File: config.mk
export PLATFORM = sky130hd
export DESIGN_NAME = radix4_multiplier
export DESIGN_NICKNAME = d
export VERILOG_FILES = /design/src/rtl/radix4_multiplier.sv
export SDC_FILE = /design/constraint.sdc
export NUM_CORES = 1
export LEC_CHECK = 0
export BUFFER_PORTS_ARGS = -buffer_cell sky130_fd_sc_hd__buf_2
export CORE_MARGIN = 8
export CORE_UTILIZATION = 30
export CTS_BUF_LIST = sky130_fd_sc_hd__clkbuf_16
export DETAILED_ROUTE_END_ITERATION = 8
export SETUP_SLACK_MARGIN = 0.05
export SYNTH_ARGS = -nofsm -noshare
export SYNTH_HDL_FRONTEND = slang
export SYNTH_SLANG_ARGS = --single-unit
File: constraint.sdc
create_clock -name clk -period 14.4 [get_ports clk]
set_clock_uncertainty 0.1 [all_clocks]
set_input_delay 1.44 -clock clk [delete_from_list [all_inputs] [get_ports clk]]
set_output_delay 1.44 -clock clk [all_outputs]
set_load 0.05 [all_outputs]
File: src/rtl/radix4_multiplier.sv
// radix4_multiplier
//   Sequential radix-4 Booth multiplier. One Booth digit is retired per clock.
//   A product of two WIDTH-bit operands takes WIDTH/2+1 cycles.
//
// Configuration macro:
//   MUL_SIGNED_EN  when defined, adds the op_signed port so that each operation
//                  can select two's-complement or unsigned operands. When it is
//                  not defined, all operands are unsigned.
//
// Ports:
//   clk           rising-edge clock
//   reset         asynchronous active-high reset
//   multiplier    operand A (WIDTH bits)
//   multiplicand  operand B (WIDTH bits)
//   op_start      start request; accepted in IDLE/DONE
//   op_clear      synchronous abort/clear; has priority over op_start
//   op_signed     1 = signed operands, 0 = unsigned (MUL_SIGNED_EN only)
//   op_done       result valid; held in DONE
//   result        low 2*WIDTH bits of the product; zero outside DONE
module radix4_multiplier #(
  parameter int WIDTH = 64
) (
  input  logic                 clk,
  input  logic                 reset,
  input  logic [WIDTH-1:0]     multiplier,
  input  logic [WIDTH-1:0]     multiplicand,
  input  logic                 op_start,
  input  logic                 op_clear,
`ifdef MUL_SIGNED_EN
  input  logic                 op_signed,
`endif
  output logic                 op_done,
  output logic [2*WIDTH-1:0]   result
);

  localparam int EW = WIDTH + 2;        // extended operand width
  localparam int HW = WIDTH + 4;        // upper accumulator half, headroom for +-2M
  localparam int L  = WIDTH / 2 + 1;    // Booth digits per operation
  localparam int CW = $clog2(L + 1);

  typedef enum logic [1:0] {IDLE, EXEC, DONE} state_t;

  state_t                 state, state_nxt;
  logic [HW-1:0]          hi;       // upper partial product
  logic [EW-1:0]          q;        // multiplier bits not yet consumed / low product bits
  logic                   q_prev;   // bit to the right of the current digit
  logic [EW-1:0]          mcand;
  logic [CW-1:0]          cnt;

  logic                   is_signed;
  logic [EW-1:0]          a_ext, b_ext;
  logic [HW-1:0]          m_w, addend, hi_sum;
  logic signed [HW+EW-1:0] shifted;
  logic                   last;

`ifdef MUL_SIGNED_EN
  assign is_signed = op_signed;
`else
  assign is_signed = 1'b0;
`endif

  always_comb begin
    a_ext = {{2{is_signed & multiplier[WIDTH-1]}}, multiplier};
    b_ext = {{2{is_signed & multiplicand[WIDTH-1]}}, multiplicand};
    m_w   = {{2{mcand[EW-1]}}, mcand};
    case ({q[1:0], q_prev})
      3'b001, 3'b010: addend = m_w;
      3'b011:         addend = m_w << 1;
      3'b100:         addend = '0 - (m_w << 1);
      3'b101, 3'b110: addend = '0 - m_w;
      default:        addend = '0;
    endcase
    hi_sum = hi + addend;
    // {hi,q} is one arithmetic register: after L shifts the consumed multiplier
    // bits in q have been replaced by the low product bits.
    shifted = $signed({hi_sum, q}) >>> 2;
    last    = (cnt == CW'(L - 1));
  end

  always_ff @(posedge clk or posedge reset) begin
    if (reset) state <= IDLE;
    else       state <= state_nxt;
  end

  always_comb begin
    state_nxt = state;
    if (op_clear) begin
      state_nxt = IDLE;
    end else begin
      case (state)
        IDLE:    if (op_start) state_nxt = EXEC;
        EXEC:    if (last)     state_nxt = DONE;
        DONE:    if (op_start) state_nxt = EXEC;
        default: state_nxt = IDLE;
      endcase
    end
  end

  always_ff @(posedge clk or posedge reset) begin
    if (reset) begin
      hi      <= '0;
      q       <= '0;
      q_prev  <= 1'b0;
      mcand   <= '0;
      cnt     <= '0;
      op_done <= 1'b0;
      result  <= '0;
    end else if (op_clear) begin
      hi      <= '0;
      q       <= '0;
      q_prev  <= 1'b0;
      cnt     <= '0;
      op_done <= 1'b0;
      result  <= '0;
    end else begin
      case (state)
        IDLE, DONE: begin
          if (op_start) begin
            q       <= a_ext;
            mcand   <= b_ext;
            hi      <= '0;
            q_prev  <= 1'b0;
            cnt     <= '0;
            op_done <= 1'b0;
            result  <= '0;
          end
        end
        EXEC: begin
          hi     <= shifted[HW+EW-1:EW];
          q      <= shifted[EW-1:0];
          q_prev <= q[1];
          if (last) begin
            cnt     <= '0;
            op_done <= 1'b1;
            result  <= shifted[2*WIDTH-1:0];
          end else begin
            cnt <= cnt + CW'(1);
          end
        end
        default: ;
      endcase
    end
  end

endmodule

# Yosys cells after proc, flatten, opt, wreduce, memory -nomap -nowiden
# Cells that the tools add are included.
# totals
ff_bits	336
out_inout_bits	129
word_cells	58
# op_classes
muxes	25
n_bitwise	1
n_addsub	4
n_reduce_logical	9
n_eq_ne	11
# op_table
cell	count
2-to-1 mux 128 bit	3
one-hot mux 68 bit (4 select lines)	1
one-hot mux 128 bit (2 select lines)	1
2-to-1 mux 68 bit	2
one-hot mux 68 bit (2 select lines)	1
2-to-1 mux 66 bit	2
one-hot mux 66 bit (2 select lines)	1
adder 68 bit	1
subtractor 1 x 65 -> 66 bit, first input constant	1
subtractor 1 x 64 -> 65 bit, first input constant	1
2-to-1 mux 6 bit	3
one-hot mux 6 bit (2 select lines)	1
equality test 3 bit, second input constant	3
adder 6 x 1 -> 6 bit, second input constant	1
equality test 3 x 2 -> 1 bit, second input constant	2
equality test 6 bit, second input constant	1
2-to-1 mux 2 bit	3
AND reduction 3 bit	2
OR reduction 2 bit	3
2-to-1 mux 1 bit	4
one-hot mux 1 bit (2 select lines)	2
one-hot mux 2 bit (2 select lines)	1
AND reduction 2 bit	2
equality test 3 x 1 -> 1 bit, second input constant	1
other kinds (7)	7

# Depth between registers and ports, before layout
# Gate-level depths: netlist of run 1.
# logic_depth
word_depth	7
mapped_depth	24
depth_no_buf	23

# Least setup slack after synthesis of run 1
# Ideal clock, no wire load.
# synth_timing
path_kind	flip-flop to flip-flop
from	register mcand[14]
to	register hi[62]
stages_incl_launch_ff	24
setup_ns	0.083
arrival_ns	5.603
n_path_buf	2
synth_period_minus_slack_ns	5.785
path_slack_ns	8.615
t_required_ns	14.217
path_cell_list	dfrtp_1 buf_6 or4_4 or4_4 or4_4 nor3b_4 nand2_1 nand2_1 xnor2_1 a221oi_1 a21oi_1 a21o_1 ha_1 clkbuf_1 nand4_1 nor3_1 nand4b_1 a2111oi_0 a211oi_1 a22oi_1 a31oi_1 o21ba_2 xor2_1 o21ai_0
# synth_between
elab_chain_len	5
# synth_lines
item	line	text
start: declaration	47	logic [EW-1:0] mcand;
start signal: assignment	120	mcand <= b_ext;
subtractor 1 x 65 -> 66 bit or subtractor 1 x 64 -> 65 bit (tied branches)	69, 70	
one-hot mux 68 bit (4 select lines) *	66	case ({q[1:0], q_prev})
adder 68 bit *	73	hi_sum = hi + addend;
one-hot mux 68 bit (2 select lines) *	116	case (state)
2-to-1 mux 68 bit *	108	end else if (op_clear) begin
end signal: assignment	129	hi <= shifted[HW+EW-1:EW];
end: declaration	44	logic [HW-1:0] hi;
# Mark *: on every way between the ends. The rest lies on a longest branch, timed or not.
# A chain may end at the register's enable or synchronous reset.

# Worst setup path after layout of run 1
# layout_timing
from	register q_prev
to	register result[127]
# layout_between
elab_chain_len	7
# layout_lines
item	line	text
start: declaration	46	logic q_prev;
start signal: assignment	131	q_prev <= q[1];
equality test 3 bit (tied with other cells)	66	
OR reduction 2 bit	66	
one-hot mux 68 bit (4 select lines) *	66	
adder 68 bit *	73	
2-to-1 mux 128 bit *	132	if (last) begin
one-hot mux 128 bit (2 select lines) *	116	
2-to-1 mux 128 bit *	108	
end signal: assignment	135	result <= shifted[2*WIDTH-1:0];
end: declaration	33	output logic [2*WIDTH-1:0] result
# Mark *: on every way between the ends. The rest lies on a longest branch, timed or not. The select of a mux whose other input is x is not followed.

==> results of run 1 <==
## cell type report
type | count | area [sq um] | area share
sequential | 334 | 8360 | 0.352
clock inverter | 34 | 315 | 0.0133
clock buffer | 41 | 1030 | 0.0432
inverter | 25 | 101 | 0.00427
tap | 873 | 1090 | 0.0460
antenna | 3 | 7.51 | 0.000316
multi-input combinational | 1836 | 11400 | 0.479
timing repair buffer | 279 | 1470 | 0.0618
## cells in the final DEF, fill, tap and decap left out, types with 10 or more instances in the layout
cell type  instances
mux2i_1           69
inv_1             31
dfrtp_1          333
a22oi_1           28
nor2_1           124
a22o_1            47
clkbuf_16         41
buf_4             17
o21ai_0          254
xnor2_1           72
nand2b_1          10
a31oi_1           22
nor2b_1           13
or3_1             28
ha_1              69
a21o_1            38
nand4_1           23
a211oi_1          13
mux2_2            65
o31ai_1           81
nor3_1            43
buf_2            260
nand3_1           16
or4_1             12
a21oi_1          130
xor2_1            58
nand2_1          488
## final timing paths
path                            cells past startpoint         from  slack [ps]     endpoint
worst max-delay path                               19       q_prev        7470  result[127]
worst min-delay path                                2  result[111]         370  result[111]
worst min register to register                      2  result[111]         370  result[111]
min in group asynchronous                           2        reset         960        q[16]
max in group asynchronous                           3        reset       11740  result[100]
worst max register to register                     19       q_prev        7470  result[127]
## power groups by stage
stage	Clock, mW	Sequential (mW)	Combinational [mW]
finish	1.03	1.17	0.861
detailed placement	0	1.19	0.855
global placement	0	1.19	0.854
global route	1.10	1.19	0.940
floorplan	0	1.19	0.587
CTS	1.06	1.17	0.857
## sequential cells by signal, summed over array words and instances, names as in the netlist
register / count
result: 128
hi: 66
q: 66
mcand: 64
cnt: 6
state: 2
op_done: 1
q_prev: 1
## cells in the mapped netlist, drive strengths merged (7+ instances only)
library cell and n:
nand2 490, xor2 58, ha 69, buf 21, a22oi 28, nand3 16, a221o 7, mux2i 69
o31ai 81, o21ai 256, nor3b 7, nor2b 14, dfrtp 334, a22o 47, inv 22, a21oi 130
a31oi 22, or3 32, o22ai 8, nor4 10, nand2b 11, nor2 127, xnor2 72, a211oi 13
mux2 65, nand4 23, or4 16, a21o 38, nor3 44, a221oi 9, or2 7, clkbuf 152
## kinds of logic after synthesis
family          share of synthesized area
simple gates                        0.175
compound gates                      0.210
flops                               0.408
buf+inv                            0.0374
mux                                0.0706
xor+xnor                           0.0556
fa+ha+maj                          0.0432
## critical path: cells and delay by family (launching register included)
| family | cells | cell delay, ps |
|---|---|---|
| flops | 1 | 320 |
| xor+xnor | 1 | 190 |
| fa+ha+maj | 1 | 360 |
| buf+inv | 3 | 1430 |
| compound gates | 12 | 3500 |
| simple gates | 2 | 880 |
## metrics by stage
step	std cells	power (mW)	hold WS, ps
floorplan	2368	1.78	345
global placement	3347	2.04	357
detailed placement	3347	2.04	364
CTS	3422	3.09	377
global route	3425	3.23	394
finish	3425	3.06	368
## layer usage
layer	GRT usage	wire, um	up-vias
met3	0.0280	3730	100
met4	0.0536	1890	0
met5	0	0	-
li1	-	-	8741
met2	0.266	30700	560
met1	0.236	31300	8600
==> results.sh, run 1 <==
export IMPL_status="completed"
export IMPL_critPathMostFrequentCell="o21ai_0"
export IMPL_fin_crit_ps=6930
export IMPL_synth_seq_area_share=0.408
export IMPL_final_setup_worst_slack_ps=7470
export IMPL_internal_power_mw=1.93
export IMPL_grt_pass1_wl_mm=105
export IMPL_synthArstFlopShare=1.00
export IMPL_tightest_slew_ps=1130
export IMPL_drc=0
export IMPL_fin_crit_sh=0.481
export IMPL_die_h_um=277
export IMPL_dp_slack_ps=7650
export IMPL_ir_worst_vdd_mv=0.0916
export IMPL_crit_chain="buf_4 > clkinv_1 > nor2_1 > nand2_1 > buf_4 > o21ai_0 > a22oi_1 > o21ai_0 > ha_1 > a21oi_1 > o21ai_0 > a211oi_1 > o31ai_1 > a31oi_1 > a31o_2 > a2bb2oi_1 > o21ai_0 > xor2_1 > a22o_1"
export IMPL_relSlewSlack=0.245
export IMPL_cp_data_required_time_ps=14760
export IMPL_p_seq_frac=0.383
export IMPL_gp_congestion=0.915
export IMPL_finalHoldViolCount=0
export IMPL_num_rows=95
export IMPL_cts_sinks=334
export IMPL_power_frac_comb=0.281
export IMPL_power_frac_clock=0.336
export IMPL_root_buffer="clkbuf_16"
export IMPL_post_cts_buffers=0
export IMPL_via_per_inst=5.26
export IMPL_fp_coreArea_sq_um=67400
export IMPL_synth_cell_types=71
export IMPL_start_util=0.304
export IMPL_rsz0062_at_grt="no"
export IMPL_grt_pass1_vias=17500
export IMPL_clk_latency_ps=580
export IMPL_via_count=18000
export IMPL_port_buffers=260
export IMPL_yosys_warnings=0
export IMPL_synth_seq_cells=334
export IMPL_timing_critical_path_slowest_stage_cell="nor2_1"
export IMPL_cts_buffers=41
export IMPL_cp_max_fo=44
export IMPL_fin_util=0.353
export IMPL_arrival_ps=7290
export IMPL_placed_area_sq_um=22400
export IMPL_layout_nets=2719
export IMPL_setup_violations=0
export IMPL_cts_tree="built"
export IMPL_finalSetupTns_ps=0
export IMPL_antenna_found_initial=3
export IMPL_fin_area_sq_um=23800
export IMPL_wl_mm=67.6
export IMPL_hold_class="reg -> reg"
export IMPL_syn_instance_count=2368
export IMPL_dpl_hpwl_mm=49.1
export IMPL_path_clk_slew_ps=60
export IMPL_drive_gt1_frac=0.171
export IMPL_synthesis_nets=2570
export IMPL_grt_max_degree=198
export IMPL_synthesis_area_sq_um=20500
export IMPL_io_pins=261
export IMPL_p_sw_frac=0.371
export IMPL_drtIter0Drc=1513
export IMPL_overflow=0
export IMPL_drv_slew=0
export IMPL_yosys_area_top_type="dfrtp_1"
export IMPL_cp_start_kind="register"
export IMPL_maxCapViolCount=0
export IMPL_synth_area_top_cells="dfrtp_1, nand2_1, o21ai_0"
export IMPL_die_area_sq_um=76800
export IMPL_yosys_most_used_dff="dfrtp_1"
export IMPL_clock_path_buffers=3
export IMPL_routedWlPerCell_um=19.7
export IMPL_syn_avg_cell_area_sq_um=8.64
export IMPL_power_leakage_nw=10.9
export IMPL_postCtsHoldBufs=0
export IMPL_nFillCells=6930
export IMPL_end_kind="register"
export IMPL_synth_top_area_share=0.408
export IMPL_area_growth_synth_to_final_pct=16.1
export IMPL_die_w_um=277
export IMPL_grt_use_total=0.169
export IMPL_ant_nets=0
export IMPL_p_sw_mw=1.14
export IMPL_drt_pass1_iterations=5
export IMPL_htreeDepth=2
export IMPL_post_cts_resized=0
export IMPL_fmax_mhz=144
export IMPL_worstSetupPathType="reg -> reg"
export IMPL_cpPeakStageDelay_ps=770
export IMPL_synth_edff_count=0
export IMPL_power_density_nw_per_um2=129
No activity file was read; power rests on OpenSTA's default activity.
==> inputs of run 2 (changes only) <==
==> constraint.sdc (replaced) <==
create_clock -name clk -period 5.83 [get_ports clk]
set_clock_uncertainty 0.1 [all_clocks]
set_input_delay 0.583 -clock clk [delete_from_list [all_inputs] [get_ports clk]]
set_output_delay 0.583 -clock clk [all_outputs]
set_load 0.05 [all_outputs]
==> run 2 against run 1 <==
  * Routed wire length up 4.9%
  * Global-route usage up 0.91 points
  * Core utilization up 3.0 points
  * Largest power group unchanged
==> results.sh, run 2 (synthesis results as in run 1) <==
export IMPL_instances_no_fill=3629
export IMPL_drtIter0Drc=1476
export IMPL_arrival_ps=6170
export IMPL_num_rows=95
export IMPL_hold_start="multiplicand[36]"
export IMPL_setup_violations=0
export IMPL_largest_register="result"
export IMPL_layout_commonest_cell="nand2_1"
export IMPL_cts_tree="built"
export IMPL_maxCapViolCount=0
export IMPL_hold_class="in -> reg"
export IMPL_grt_max_degree=128
export IMPL_start_util=0.304
export IMPL_ir_worst_vdd_mv=0.204
export IMPL_grt_pass1_vias=18400
export IMPL_dp_slack_ps=-272
export IMPL_io_pins=261
export IMPL_p_sw_mw=2.94
export IMPL_drc=0
export IMPL_drt_pass1_iterations=5
export IMPL_dp_cells=3543
export IMPL_holdWs_ps=118
export IMPL_nFillCells=6847
export IMPL_power_frac_comb=0.321
export IMPL_r2r_start="mcand[16]"
export IMPL_routedWlPerCell_um=19.5
export IMPL_clk_latency_ps=590
export IMPL_rsz0062_at_grt="yes"
export IMPL_final_setup_worst_slack_ps=43.2
export IMPL_wl_mm=70.9
export IMPL_worstSetupPathType="reg -> reg"
export IMPL_relSlewSlack=0.227
export IMPL_die_h_um=277
export IMPL_fin_crit_ps=5790
export IMPL_timing_critical_path_slowest_stage_cell="or4_4"
export IMPL_cpPeakStageDelay_ps=590
export IMPL_setup_worst_path_start="mcand[16]"
export IMPL_p_seq_frac=0.357
export IMPL_end_kind="register"
export IMPL_drv_slew=0
export IMPL_status="completed"
export IMPL_layout_nets=2922
export IMPL_power_leakage_nw=12.0
export IMPL_path_clk_slew_ps=60
export IMPL_p_sw_frac=0.369
export IMPL_fin_crit_sh=0.993
export IMPL_largest_reg_flops=128
export IMPL_root_buffer="clkbuf_16"
export IMPL_via_count=18700
export IMPL_cts_sinks=334
export IMPL_fmax_mhz=173
export IMPL_mostFrequentLayoutCells="nand2_1, dfrtp_1, buf_2"
export IMPL_port_buffers=260
export IMPL_finalSetupTns_ps=0
export IMPL_clock_path_buffers=3
export IMPL_power_frac_clock=0.323
export IMPL_die_w_um=277
export IMPL_cp_max_fo=5
export IMPL_cp_data_required_time_ps=6210
export IMPL_fp_coreArea_sq_um=67400
export IMPL_cp_start_kind="register"
export IMPL_finalHoldViolCount=0
export IMPL_tightest_slew_ps=1160
export IMPL_gp_congestion=0.924
export IMPL_grt_use_total=0.179
export IMPL_top_regs="result (128), hi (66), q (66)"
export IMPL_die_area_sq_um=76800
export IMPL_drive_gt1_frac=0.258
export IMPL_overflow=0
export IMPL_grt_pass1_wl_mm=110
export IMPL_antenna_found_initial=5
export IMPL_power_density_nw_per_um2=309
export IMPL_htreeDepth=2
export IMPL_internal_power_mw=5.02
export IMPL_area_growth_synth_to_final_pct=26.0
export IMPL_via_per_inst=5.16
export IMPL_ant_nets=0
export IMPL_dpl_hpwl_mm=52.8
export IMPL_cts_buffers=41
export IMPL_crit_chain="or4_4 > or4_4 > or4_4 > nor3b_4 > nand2_2 > nand2_1 > xnor2_1 > a221oi_1 > a21oi_1 > a21o_1 > ha_1 > nand4_1 > buf_4 > or3_1 > o221ai_2 > a211oi_2 > buf_4 > a22oi_2 > a31oi_2 > buf_4 > xnor2_1 > a22o_1"
-- run 2: changes by cell type in the layout (fill, tap and decap cells not counted), sizes merged --
cell,before,now
inv,33,30
diode,3,4
buf,279,481
dlygate4sd3,0,1
clkinvlp,4,5
clkinv,18,20
-- run 2: metal layers --
metal / track usage / share of wire
met1: 0.252 / 0.47
met2: 0.279 / 0.45
met3: 0.0269 / 0.051
met4: 0.0550 / 0.027
met5: 0 / 0.00017
-- run 2: layout make-up --
cell class	count	area (sq um)	share of cell area
Multi-Input combinational cell	1836	11800	0.459
Antenna cell	4	10.0	0.000388
Timing Repair Buffer	482	3030	0.118
Clock inverter	34	342	0.0132
Clock buffer	41	1030	0.0398
Inverter	25	97.6	0.00378
Sequential cell	334	8360	0.324
Tap cell	873	1090	0.0424
-- run 2: power by group through the flow --
stage,Sequential [mW],Clock (mW),Combinational (mW)
2_1_floorplan,2.94,0,1.45
4_1_cts,2.84,2.64,2.49
3_5_place_dp,2.87,0,2.47
6_report,2.84,2.57,2.55
3_3_place_gp,2.87,0,2.45
5_1_grt,2.88,2.74,2.78
-- run 2: through the flow --
step                instance area (sq um)  total power [mW]   util
floorplan                           20500              4.39      -
global placement                    23900              5.32  0.355
detailed placement                  23900              5.34  0.355
CTS                                 25400              7.96  0.378
global route                        25800              8.39  0.383
finish                              25800              7.96  0.383
-- run 2: worst paths after layout --
kind                              endpoint  slack (ps)  cells past startpoint
worst max-delay path                hi[60]          40                     22
worst min-delay path             mcand[36]         120                      2
worst max register to register      hi[60]          40                     22
worst min register to register  result[76]         370                      2
max in group asynchronous       result[50]        3950                      4
min in group asynchronous       result[24]         430                      3
-- run 2: critical path: cells and delay by family, from the launching register on --
family / cells / cell delay, ps
DFF: 1 / 380
AOI/OAI and AO/OA: 8 / 1500
buffers and inverters: 3 / 510
and+or+nand+nor: 8 / 2660
adders and majority gates: 1 / 320
xor gates and xnor gates: 2 / 210
-- run 2: timing repair --
action	4_1_cts	5_1_grt
hold endpoints to repair	12	0
setup endpoints to repair	37	58
resized for setup	36	73
cloned	0	0
pin swaps	8	27
buffers inserted	0	6
hold buffers	1	0
==> inputs of run 3 (changes only) <==
--- a/config.mk
+++ b/config.mk
@@ -5,6 +5,7 @@
 export SDC_FILE = /design/constraint.sdc
 export NUM_CORES = 1
 export LEC_CHECK = 0
+export ABC_AREA = 1
 export BUFFER_PORTS_ARGS = -buffer_cell sky130_fd_sc_hd__buf_2
 export CORE_MARGIN = 8
 export CORE_UTILIZATION = 30
==> run 3 against run 2 <==
  * Routed wire length up 27%
  * Fmax increased by 20%
  * Worst hold slack got worse by 1.2 ps
  * Synthesized cell count grew 47%
  * Critical path depth decreased by 2
  * Clock-buffer cell count increased by 2
  * Critical path type unchanged
  * Via count is 24% higher
==> results.sh, run 3 <==
export IMPL_status="completed"
export IMPL_mostFrequentLayoutCells="nand2_1, inv_1, nor2_1, dfrtp_1, buf_2"
export IMPL_htreeDepth=2
export IMPL_worstSetupPathType="reg -> reg"
export IMPL_post_cts_buffers=0
export IMPL_synth_mux_area_frac=0.000499
export IMPL_synth_edff_count=0
export IMPL_die_h_um=290
export IMPL_drive_gt1_frac=0.107
export IMPL_io_pins=261
export IMPL_yosys_area_top_type="dfrtp_1"
export IMPL_cts_buffers=43
export IMPL_num_rows=100
export IMPL_largest_register="result"
export IMPL_overflow=0
export IMPL_cts_sinks=334
export IMPL_grt_pass1_vias=22500
export IMPL_synth_xor_area_frac=0.0232
export IMPL_port_buffers=260
export IMPL_grt_max_degree=183
export IMPL_r2r_cells=20
export IMPL_nFillCells=8148
export IMPL_cp_start_kind="register"
export IMPL_rsz0062_at_grt="no"
export IMPL_drv_slew=0
export IMPL_synth_top_area_share=0.370
export IMPL_cpPeakStageDelay_ps=630
export IMPL_path_clk_slew_ps=60
export IMPL_die_w_um=290
export IMPL_area_growth_synth_to_final_pct=17.1
export IMPL_finalSetupTns_ps=0
export IMPL_critPathMostFrequentCell="nand2_1"
export IMPL_finalHoldViolCount=0
export IMPL_synth_simple_area_share=0.352
export IMPL_p_sw_mw=2.86
export IMPL_wl_mm=90.2
export IMPL_synthArstFlopShare=1.00
export IMPL_cp_max_fo=5
export IMPL_layout_nets=3892
export IMPL_postCtsHoldBufs=0
export IMPL_worstHoldPathCells=2
export IMPL_end_kind="register"
export IMPL_gp_congestion=1.02
export IMPL_root_buffer="clkbuf_16"
export IMPL_p_seq_frac=0.365
export IMPL_top_regs="result (128), hi (66), q (66)"
export IMPL_clock_path_buffers=3
export IMPL_relSlewSlack=0.303
export IMPL_yosysMostFrequentCell="nand2_1"
export IMPL_fmax_mhz=207
export IMPL_synth_area_top_cells="dfrtp_1, nand2_1, inv_1"
export IMPL_ir_worst_vdd_mv=0.257
export IMPL_setup_violations=0
export IMPL_grt_pass1_wl_mm=136
export IMPL_syn_instance_count=3470
export IMPL_maxCapViolCount=0
export IMPL_p_sw_frac=0.379
export IMPL_grt_use_total=0.206
export IMPL_yosys_most_used_dff="dfrtp_1"
export IMPL_design_power_total_mw=7.54
export IMPL_cts_tree="built"
export IMPL_syn_avg_cell_area_sq_um=6.50
export IMPL_routedWlPerCell_um=19.2
export IMPL_fp_coreArea_sq_um=74400
export IMPL_power_frac_comb=0.268
export IMPL_drt_pass1_iterations=5
export IMPL_start_util=0.303
export IMPL_fin_crit_sh=0.827
export IMPL_synth_seq_area_share=0.370
export IMPL_synth_compound_area_frac=0.107
export IMPL_drc=0
export IMPL_power_frac_clock=0.366
export IMPL_crit_chain="inv_1 > nand4_1 > nor2_1 > nand2_1 > nor3b_1 > nand4_1 > nand2_1 > nand3_1 > nand3b_1 > ha_1 > nand2_1 > inv_1 > a21oi_1 > o21ai_0 > inv_1 > nand2_1 > a21oi_1 > nand3_1 > nand4_1 > nand2_1"
export IMPL_synthAdderAreaFrac=0.0392
export IMPL_via_count=23300
export IMPL_arrival_ps=5190
export IMPL_tightest_slew_ps=1050
export IMPL_clk_latency_ps=600
export IMPL_internal_power_mw=4.68
export IMPL_via_per_inst=4.94
export IMPL_timing_critical_path_slowest_stage_cell="nor3b_1"
export IMPL_synth_seq_cells=334
export IMPL_synthesis_nets=3672
export IMPL_synth_top_family_by_area="simple AND/OR/NAND/NOR gates"
export IMPL_power_leakage_nw=14.4
export IMPL_cp_data_required_time_ps=6200
export IMPL_synthesis_area_sq_um=22600
export IMPL_hold_class="in -> reg"
export IMPL_post_cts_resized=0
export IMPL_dpl_hpwl_mm=69.7
export IMPL_largest_reg_flops=128
export IMPL_yosys_warnings=0
export IMPL_ant_nets=0
export IMPL_yosys_top_cells_count="nand2_1, inv_1, nor2_1"
export IMPL_synth_cell_types=46
export IMPL_antenna_found_initial=22
export IMPL_drtIter0Drc=1841
export IMPL_die_area_sq_um=84200
export IMPL_fin_crit_ps=4820
export IMPL_power_density_nw_per_um2=285
export IMPL_layout_commonest_cell="nand2_1"
## run 3: changes by cell type after synthesis, sizes merged, moves of 64 or more
cell    change
clkbuf     -67
mux2i      -69
o21ai     -119
nand3     +206
xnor2      -68
a21oi      +68
nand2     +726
nor2      +221
inv       +508
o22ai      +66
mux2       -64
o31ai      -78
## run 3: area by class of cell
type	instances	area, sq um	area share
multi-input cells	2495	11800	0.447
flip-flops and latches	334	8360	0.316
inverters	530	2000	0.0756
repair buffers	286	1550	0.0585
well taps	969	1210	0.0459
clock buffers	43	1080	0.0407
clock inverters	37	378	0.0143
diodes	12	30.0	0.00114
## run 3: path summary, 6_finish.rpt
path	startpoint	slack, ps	endpoint
max in group asynchronous	reset	4670	mcand[59]
min in group asynchronous	reset	170	result[64]
max reg2reg	mcand[32]	1010	result[120]
min	multiplicand[8]	120	mcand[8]
max	mcand[32]	1010	result[120]
min reg2reg	op_done	370	op_done
## run 3: worst max-delay path: cells and delay by family, from the launching register on
| family | cells | cell delay [ps] |
|---|---|---|
| flip-flops | 1 | 460 |
| AO/OA/AOI/OAI | 3 | 910 |
| buffers and inverters | 3 | 390 |
| AND/OR/NAND/NOR | 13 | 2500 |
| adder cells (fa/ha/maj) | 1 | 350 |
## run 3: through the flow
step / worst slack [ps] / utilization / instance area [sq um] / std cells / hold slack, ps
floorplan: 684 / - / 22600 / 3470 / 342
global placement: 956 / 0.335 / 24900 / 4614 / 356
detailed placement: 1110 / 0.335 / 24900 / 4614 / 357
CTS: 1090 / 0.355 / 26400 / 4694 / 84.0
global route: 818 / 0.355 / 26400 / 4700 / 105
finish: 1010 / 0.355 / 26400 / 4706 / 116
## run 3: cell families after synthesis
group | count (synthesis)
muxes | 1
xor gates and xnor gates | 58
AOI/OAI and AO/OA | 443
adders and majority gates | 70
DFF | 334
buffers and inverters | 641
and+or+nand+nor | 1923
## run 3: metal layers
metal | global-route usage | vias up | routed length (um) | share of wire
met5 | 0 | - | 106 | 0.0012
met4 | 0.0700 | 16 | 3330 | 0.037
met3 | 0.0396 | 173 | 6780 | 0.075
met2 | 0.332 | 862 | 40500 | 0.45
met1 | 0.275 | 10800 | 39600 | 0.44
li1 | - | 11400 | - | -
## run 3: power groups by stage
stage / combinational, mW / clock (mW) / sequential [mW]
after global routing: 2.21 / 2.93 / 2.78
final: 2.02 / 2.76 / 2.75
after floorplan: 1.19 / 0 / 2.88
after detailed placement: 2.00 / 0 / 2.79
after global placement: 2.00 / 0 / 2.79
after CTS: 2.01 / 2.85 / 2.75
